[config.mk]
export PLATFORM = sky130hd
export DESIGN_NAME = imem_uart_loader
export DESIGN_NICKNAME = d
export VERILOG_FILES = /design/src/rtl/imem_loader_pkg.sv /design/src/rtl/uart_rx_byte.sv /design/src/rtl/imem_uart_loader.sv
export SDC_FILE = /design/constraint.sdc
export NUM_CORES = 1
export LEC_CHECK = 0
export ABC_AREA = 1
export BUFFER_PORTS_ARGS = -buffer_cell sky130_fd_sc_hd__buf_2
export CAP_MARGIN = 15
export CORE_MARGIN = 3
export CORE_UTILIZATION = 53
export DETAILED_ROUTE_END_ITERATION = 16
export GPL_TIMING_DRIVEN = 0
export PLACE_DENSITY = 0.73
export SYNTH_ARGS = -nofsm -noshare
export SYNTH_HDL_FRONTEND = slang
export SYNTH_SLANG_ARGS = --single-unit
export TNS_END_PERCENT = 100
[constraint.sdc]
create_clock -name clk -period 4 [get_ports clk]
set_input_delay 0.6 -clock clk [delete_from_list [all_inputs] [get_ports clk]]
set_output_delay 0.6 -clock clk [all_outputs]
set_load 0.005 [all_outputs]
[src/rtl/imem_loader_pkg.sv]
// Shared types, constants and helpers for the UART boot-image loader.
// IMEM_LOADER_CHECKSUM_EN adds the CHECK state used for the trailing checksum byte.
package imem_loader_pkg;

    localparam logic [7:0] SYNC_BYTE = 8'hA5;

    typedef enum logic [1:0] {
        RX_IDLE  = 2'd0,
        RX_START = 2'd1,
        RX_DATA  = 2'd2,
        RX_STOP  = 2'd3
    } rx_state_e;

    typedef enum logic [2:0] {
        ST_WAIT_SYNC = 3'd0,
        ST_LEN_LO    = 3'd1,
        ST_LEN_HI    = 3'd2,
        ST_DATA      = 3'd3,
`ifdef IMEM_LOADER_CHECKSUM_EN
        ST_CHECK     = 3'd4,
`endif
        ST_DONE      = 3'd5,
        ST_ERROR     = 3'd6
    } loader_state_e;

    // Clock cycles per UART bit; the receiver needs at least 4.
    function automatic int calc_div(input int clk_freq_hz, input int baud);
        return clk_freq_hz / baud;
    endfunction

endpackage

[src/rtl/uart_rx_byte.sv]
// 8N1 UART receiver: 2-flop synchroniser, start-bit qualification at mid-bit,
// LSB-first shifter and stop-bit check. Emits one-cycle valid or framing-error strobes.
module uart_rx_byte
    import imem_loader_pkg::*;
#(
    parameter int DIV = 868
) (
    input  logic       clk,
    input  logic       reset,
    input  logic       rx,
    output logic [7:0] byte_o,
    output logic       valid_o,
    output logic       frame_err_o,
    output rx_state_e  state_o
);

    localparam int CNT_W = $clog2(DIV);
    localparam logic [CNT_W-1:0] HALF_LAST = CNT_W'(DIV / 2 - 1);
    localparam logic [CNT_W-1:0] FULL_LAST = CNT_W'(DIV - 1);

    rx_state_e        state_q;
    rx_state_e        state_d;
    logic [2:0]       sync_q;
    logic             rx_s;
    logic             fall;
    logic [CNT_W-1:0] cnt_q;
    logic [2:0]       bit_q;
    logic [7:0]       shreg_q;
    logic             half_hit;
    logic             full_hit;

    // sync_q[1] is the first metastability-safe sample; sync_q[2] is its previous value.
    assign rx_s     = sync_q[1];
    assign fall     = sync_q[2] & ~sync_q[1];
    assign half_hit = (cnt_q == HALF_LAST);
    assign full_hit = (cnt_q == FULL_LAST);
    assign state_o  = state_q;

    always_ff @(posedge clk or posedge reset) begin
        if (reset) begin
            sync_q <= 3'b111;
        end else begin
            sync_q <= {sync_q[1:0], rx};
        end
    end

    always_ff @(posedge clk or posedge reset) begin
        if (reset) begin
            state_q <= RX_IDLE;
        end else begin
            state_q <= state_d;
        end
    end

    always_comb begin
        state_d = state_q;
        case (state_q)
            RX_IDLE:  if (fall) state_d = RX_START;
            RX_START: if (half_hit) state_d = rx_s ? RX_IDLE : RX_DATA;
            RX_DATA:  if (full_hit && bit_q == 3'd7) state_d = RX_STOP;
            RX_STOP:  if (full_hit) state_d = RX_IDLE;
            default:  state_d = RX_IDLE;
        endcase
    end

    always_ff @(posedge clk or posedge reset) begin
        if (reset) begin
            cnt_q       <= '0;
            bit_q       <= '0;
            shreg_q     <= '0;
            byte_o      <= '0;
            valid_o     <= 1'b0;
            frame_err_o <= 1'b0;
        end else begin
            valid_o     <= 1'b0;
            frame_err_o <= 1'b0;
            // The counter restarts at every sample point so later samples sit mid-bit.
            if (state_q == RX_IDLE || (state_q == RX_START && half_hit) || full_hit) begin
                cnt_q <= '0;
            end else begin
                cnt_q <= cnt_q + 1'b1;
            end
            if (state_q == RX_START && half_hit) begin
                bit_q <= '0;
            end
            if (state_q == RX_DATA && full_hit) begin
                shreg_q <= {rx_s, shreg_q[7:1]};
                bit_q   <= bit_q + 1'b1;
            end
            if (state_q == RX_STOP && full_hit) begin
                if (rx_s) begin
                    valid_o <= 1'b1;
                    byte_o  <= shreg_q;
                end else begin
                    frame_err_o <= 1'b1;
                end
            end
        end
    end

endmodule

[src/rtl/imem_uart_loader.sv]
// Boot loader: receives a framed image over UART, writes it into instruction memory and
// holds the core in reset until complete. IMEM_LOADER_CHECKSUM_EN enables the trailing CHK byte.
module imem_uart_loader
    import imem_loader_pkg::*;
#(
    parameter  int CLK_FREQ_HZ = 100_000_000,
    parameter  int BAUD        = 115200,
    parameter  int IMEM_WORDS  = 256,
    localparam int ADDR_W      = $clog2(IMEM_WORDS)
) (
    input  logic              clk,
    input  logic              reset,
    input  logic              uart_rx,
    input  logic              reload,
    output logic              imem_we,
    output logic [ADDR_W-1:0] imem_addr,
    output logic [31:0]       imem_wdata,
    output logic              core_reset,
    output logic              busy,
    output logic              load_done,
    output logic              load_error,
    output loader_state_e     dbg_state,
    output rx_state_e         dbg_rx_state
);

    localparam int DIV = calc_div(CLK_FREQ_HZ, BAUD);

`ifdef IMEM_LOADER_CHECKSUM_EN
    localparam loader_state_e POST_DATA = ST_CHECK;
`else
    localparam loader_state_e POST_DATA = ST_DONE;
`endif

    loader_state_e state_q;
    loader_state_e state_d;
    logic [7:0]    rx_byte;
    logic          rx_valid;
    logic          rx_ferr;
    logic [7:0]    len_lo_q;
    logic [15:0]   len_q;
    logic [15:0]   len_in;
    logic [15:0]   addr_ext;
    logic [1:0]    byte_idx_q;
    logic          sync_hit;
    logic          len_over;
    logic          last_word;
`ifdef IMEM_LOADER_CHECKSUM_EN
    logic [7:0]    chk_q;
`endif

    // rx_valid / rx_ferr are single-cycle strobes with no back-pressure: a byte is either
    // consumed in the cycle it is presented or lost; there is no ready signal.
    uart_rx_byte #(
        .DIV(DIV)
    ) u_rx (
        .clk        (clk),
        .reset      (reset),
        .rx         (uart_rx),
        .byte_o     (rx_byte),
        .valid_o    (rx_valid),
        .frame_err_o(rx_ferr),
        .state_o    (dbg_rx_state)
    );

    assign len_in    = {rx_byte, len_lo_q};
    assign len_over  = (32'(len_in) > 32'(IMEM_WORDS));
    assign sync_hit  = rx_valid && (rx_byte == SYNC_BYTE);
    assign addr_ext  = 16'(imem_addr);
    assign last_word = ((addr_ext + 16'd1) == len_q);
    assign dbg_state = state_q;

    always_ff @(posedge clk or posedge reset) begin
        if (reset) begin
            state_q <= ST_WAIT_SYNC;
        end else begin
            state_q <= state_d;
        end
    end

    always_comb begin
        state_d = state_q;
        if (reload) begin
            state_d = ST_WAIT_SYNC;
        end else begin
            case (state_q)
                ST_WAIT_SYNC: if (sync_hit) state_d = ST_LEN_LO;
                ST_LEN_LO: begin
                    if (rx_ferr) state_d = ST_ERROR;
                    else if (rx_valid) state_d = ST_LEN_HI;
                end
                ST_LEN_HI: begin
                    if (rx_ferr) state_d = ST_ERROR;
                    else if (rx_valid) begin
                        if (len_over) state_d = ST_ERROR;
                        else if (len_in == 16'd0) state_d = POST_DATA;
                        else state_d = ST_DATA;
                    end
                end
                ST_DATA: begin
                    if (rx_ferr) state_d = ST_ERROR;
                    else if (rx_valid && byte_idx_q == 2'd3 && last_word) state_d = POST_DATA;
                end
`ifdef IMEM_LOADER_CHECKSUM_EN
                ST_CHECK: begin
                    if (rx_ferr) state_d = ST_ERROR;
                    else if (rx_valid) state_d = (rx_byte == chk_q) ? ST_DONE : ST_ERROR;
                end
`endif
                ST_DONE:  state_d = ST_DONE;
                ST_ERROR: state_d = ST_WAIT_SYNC;
                default:  state_d = ST_WAIT_SYNC;
            endcase
        end
    end

    always_ff @(posedge clk or posedge reset) begin
        if (reset) begin
            imem_we    <= 1'b0;
            imem_addr  <= '0;
            imem_wdata <= '0;
            core_reset <= 1'b1;
            busy       <= 1'b0;
            load_done  <= 1'b0;
            load_error <= 1'b0;
            len_lo_q   <= '0;
            len_q      <= '0;
            byte_idx_q <= '0;
        end else begin
            imem_we <= 1'b0;
            if (reload) begin
                core_reset <= 1'b1;
                load_done  <= 1'b0;
                load_error <= 1'b0;
                busy       <= 1'b0;
                imem_addr  <= '0;
                byte_idx_q <= '0;
            end else begin
                // Advance the word index only after its write strobe, and never past the last word.
                if (imem_we && !last_word) begin
                    imem_addr <= imem_addr + 1'b1;
                end
                case (state_q)
                    ST_WAIT_SYNC: begin
                        if (sync_hit) begin
                            busy       <= 1'b1;
                            load_error <= 1'b0;
                            imem_addr  <= '0;
                            byte_idx_q <= '0;
                        end
                    end
                    ST_LEN_LO: if (rx_valid) len_lo_q <= rx_byte;
                    ST_LEN_HI: if (rx_valid) len_q <= len_in;
                    ST_DATA: begin
                        if (rx_valid) begin
                            imem_wdata[{byte_idx_q, 3'b000} +: 8] <= rx_byte;
                            byte_idx_q <= byte_idx_q + 1'b1;
                            if (byte_idx_q == 2'd3) imem_we <= 1'b1;
                        end
                    end
                    ST_DONE: core_reset <= 1'b0;
                    default: ;
                endcase
                if (state_d == ST_DONE && state_q != ST_DONE) begin
                    busy      <= 1'b0;
                    load_done <= 1'b1;
                end
                if (state_d == ST_ERROR) begin
                    busy       <= 1'b0;
                    load_error <= 1'b1;
                end
            end
        end
    end

`ifdef IMEM_LOADER_CHECKSUM_EN
    // Running XOR over LEN_LO, LEN_HI and every data byte.
    always_ff @(posedge clk or posedge reset) begin
        if (reset) begin
            chk_q <= '0;
        end else if (reload || (state_q == ST_WAIT_SYNC && sync_hit)) begin
            chk_q <= '0;
        end else if (rx_valid && (state_q == ST_LEN_LO || state_q == ST_LEN_HI ||
                                  state_q == ST_DATA)) begin
            chk_q <= chk_q ^ rx_byte;
        end
    end
`endif

endmodule

==> out/metrics.cfg <==
[clocking]
htreeDepth=3
cts.sinks=110
clockRootBuffer=clkbuf_8
cts_setup_buffers=0
clock_latency_ns=0.39
hold_buffers=0
cts_buffer_depth=2
cts_tree=built
cts_resized=0
cts_buffers=9
clkSlewWorstSetupHoldPaths_ns=0.13

[die]
initial_core_util_pct=55.4
row_count=35
fp.dieW_um=105
die_area_mm2=0.0111
die_h_um=105
io_pins=54
core_mm2=0.00942

[timing]
max_freq_mhz=423
max_slew_margin_pct=41.5
layout_setup_ws_ns=1.64
tightest_slew_ns=0.871
setup_viol=0
rsz0062_at_grt=no
fin_setup_tns_ns=0
slew_violations=0
fin_crit_ns=2.36
finalCritPeriodShare_pct=59.1
hold_viol_final=0
skew_ns=0.0210

[synthesis]
synth.yosys.seq_area_share_pct=52.8
postSynthAreaPerCell_um2=8.17
synth.area.mux_share_pct=0
synth-xor-area-share_pct=0.168
synth_compound_area_share_pct=10.6
synthSimpleGateAreaFrac_pct=26.5
synth_cell_types=34
synth_top_family_by_area=simple AND/OR/NAND/NOR gates
ys_ff_latch=110
yosys.area_share.adder_pct=2.40
synth_warnings=0
syn_nets=653
syn_area_mm2=0.00522
synth_cells=639

[layout]
layout_commonest_cell=nand2_1
post-route-cell-area_mm2=0.00589
layout-drive-gt1-share_pct=12.8
fin_cells=838
areaGrowthSynthToFinish_pct=12.8
final_cell_mix=166 x nand2_1, 106 x dfrtp_1, 85 x inv_1
fin_nets=718
antenna_cells=0

[place]
dp_hpwl_mm=8.32
placedCellCount=822
port_buffers=53
dp_slack_ns=1.70
dpl_cell_area_mm2=0.00568
finalWeightedCongestion=0.922

[global_routing]
grt_pass1_vias=4269
antenna_found_initial=0
grt_first_pass_wirelength_mm=20.0
grt_max_degree=78
track_usage_pct=22.0
grt-ovfl-total=0

[drt]
drc=0
vias=4409
drt-wirelength-per-cell_um=13.6
drt-total-wl_mm=11.4
dr.pass1.iters=4
drt-vias-per-instance=5.26
drtIter0Drc=248
ant_nets=0

[worst_setup_path]
cp_max_fo=10
worstPathRequired_ns=4.34
rrSetupSlack_ns=1.64
criticalPathCategory=reg2reg
arrival_ns=2.71
end_kind=register
crit_path_start_kind=register

[pwr]
vdd_ir_drop_max_uv=250
powerDensity_mw_per_mm2=345
total_power_uw=2030
p_leak_uw=0.00304

[flow_run]
maxCapViolCount=0

[run_status]
outcome=completed

[min_path]
hold_class=in2async

==> cells in the mapped netlist <==
library cell | number | share of area, %
nand2_1 | 166 | 12
dfrtp_1 | 106 | 51
inv_1 | 86 | 6.2
o21ai_0 | 80 | 7.7
nand3_1 | 57 | 5.5
nor2_1 | 48 | 3.5
clkbuf_1 | 12 | 0.86
nand4_1 | 11 | 1.3
a21oi_1 | 10 | 0.96
ha_1 | 10 | 2.4
nor3_1 | 9 | 0.86
a211oi_1 | 8 | 1.2
dfstp_2 | 4 | 2.0
nand3b_1 | 4 | 0.58
nand2_2 | 3 | 0.36
nor2_4 | 3 | 0.65
nor3b_1 | 3 | 0.43
nor4_1 | 3 | 0.36
a21oi_2 | 1 | 0.17
a221oi_1 | 1 | 0.17
a31oi_1 | 1 | 0.12
buf_4 | 1 | 0.14
buf_6 | 1 | 0.22
inv_2 | 1 | 0.072
nand2_4 | 1 | 0.22
nand3_2 | 1 | 0.19
nor2_2 | 1 | 0.12
nor3_2 | 1 | 0.19
nor4_2 | 1 | 0.24
o21bai_1 | 1 | 0.14
o22ai_1 | 1 | 0.12
o31ai_1 | 1 | 0.14
or2_2 | 1 | 0.12
xor2_1 | 1 | 0.17
==> routing by layer <==
| metal | part of all wire, % | vias to the layer above | wire [µm] | GRT usage [%] |
|---|---|---|---|---|
| li1 | - | 2199 | - | - |
| met1 | 48 | 2060 | 5420 | 31.5 |
| met2 | 45 | 133 | 5160 | 34.5 |
| met3 | 5.5 | 17 | 631 | 3.61 |
| met4 | 1.6 | 0 | 182 | 6.75 |
| met5 | 0 | - | 0 | 0 |
==> cell families (layout without fill, tap and decap cells) <==
group	Yosys count	count (layout)
and+or+nand+nor	313	313
buffers and inverters	101	171
DFF	110	110
adders and majority gates	10	10
xor gates and xnor gates	1	1
AOI/OAI and AO/OA	104	104
==> area by class of cell <==
type                            instances  area [µm²]
Multi-Input combinational cell        428        2070
Inverter                               87         329
Tap cell                              129         161
Buffer                                 14        63.8
Sequential cell                       110        2760
Timing Repair Buffer                   54         293
Clock inverter                          7        86.3
Clock buffer                            9         124
Fill cell                             803        3530
==> final timing paths <==
| path | cells after the start | endpoint | startpoint |
|---|---|---|---|
| hold reg to reg | 0 | u_rx.sync_q[1] | u_rx.sync_q[0] |
| max in group asynchronous | 3 | core_reset | reset |
| setup reg to reg | 7 | imem_wdata[19] | byte_idx_q[0] |
| setup / recovery | 7 | imem_wdata[19] | byte_idx_q[0] |
| hold / removal | 2 | len_q[0] | reset |
| min in group clk | 1 | u_rx.sync_q[0] | uart_rx |
==> through the flow <==
stage / util, % / hold WS, ns
2_1_floorplan: - / 0.345
3_3_place_gp: 60.0 / 0.346
3_5_place_dp: 60.3 / 0.348
4_1_cts: 62.5 / 0.225
5_1_grt: 62.5 / 0.247
6_report: 62.5 / 0.220
==> worst max-delay path: stages (launching register included) <==
cell and delay, ns:
dfrtp_1 0.43, clkbuf_1 0.34, inv_1 0.17, ha_1 0.36
inv_1 0.10, nor3_1 0.68, nand3_1 0.16, nand2_1 0.10
==> power by group <==
| group | switching, µW | leakage, µW | internal, µW |
|---|---|---|---|
| registers | 43.5 | 0.00150 | 1150 |
| logic | 87.1 | 0.00144 | 52.3 |
| clock network | 443 | 0.000105 | 254 |
| total | 574 | 0.00304 | 1460 |
==> flip-flops by register name (all words and copies together) (netlist names), named ones only <==
| signal | flops |
|---|---|
| load_done | 1 |
| u_rx.frame_err_o | 1 |
| busy | 1 |
| len_lo_q | 8 |
| u_rx.byte_o | 8 |
| imem_wdata | 32 |
| dbg_state | 3 |
| len_q | 16 |
| u_rx.shreg_q | 8 |
| imem_addr | 8 |
| byte_idx_q | 2 |
| u_rx.state_o | 1 |
| u_rx.sync_q | 3 |
| u_rx.bit_q | 3 |
| u_rx.valid_o | 1 |
| imem_we | 1 |
| load_error | 1 |
| core_reset | 1 |
| u_rx.cnt_q | 10 |
Note: power is estimated with default switching activity, not from simulation.
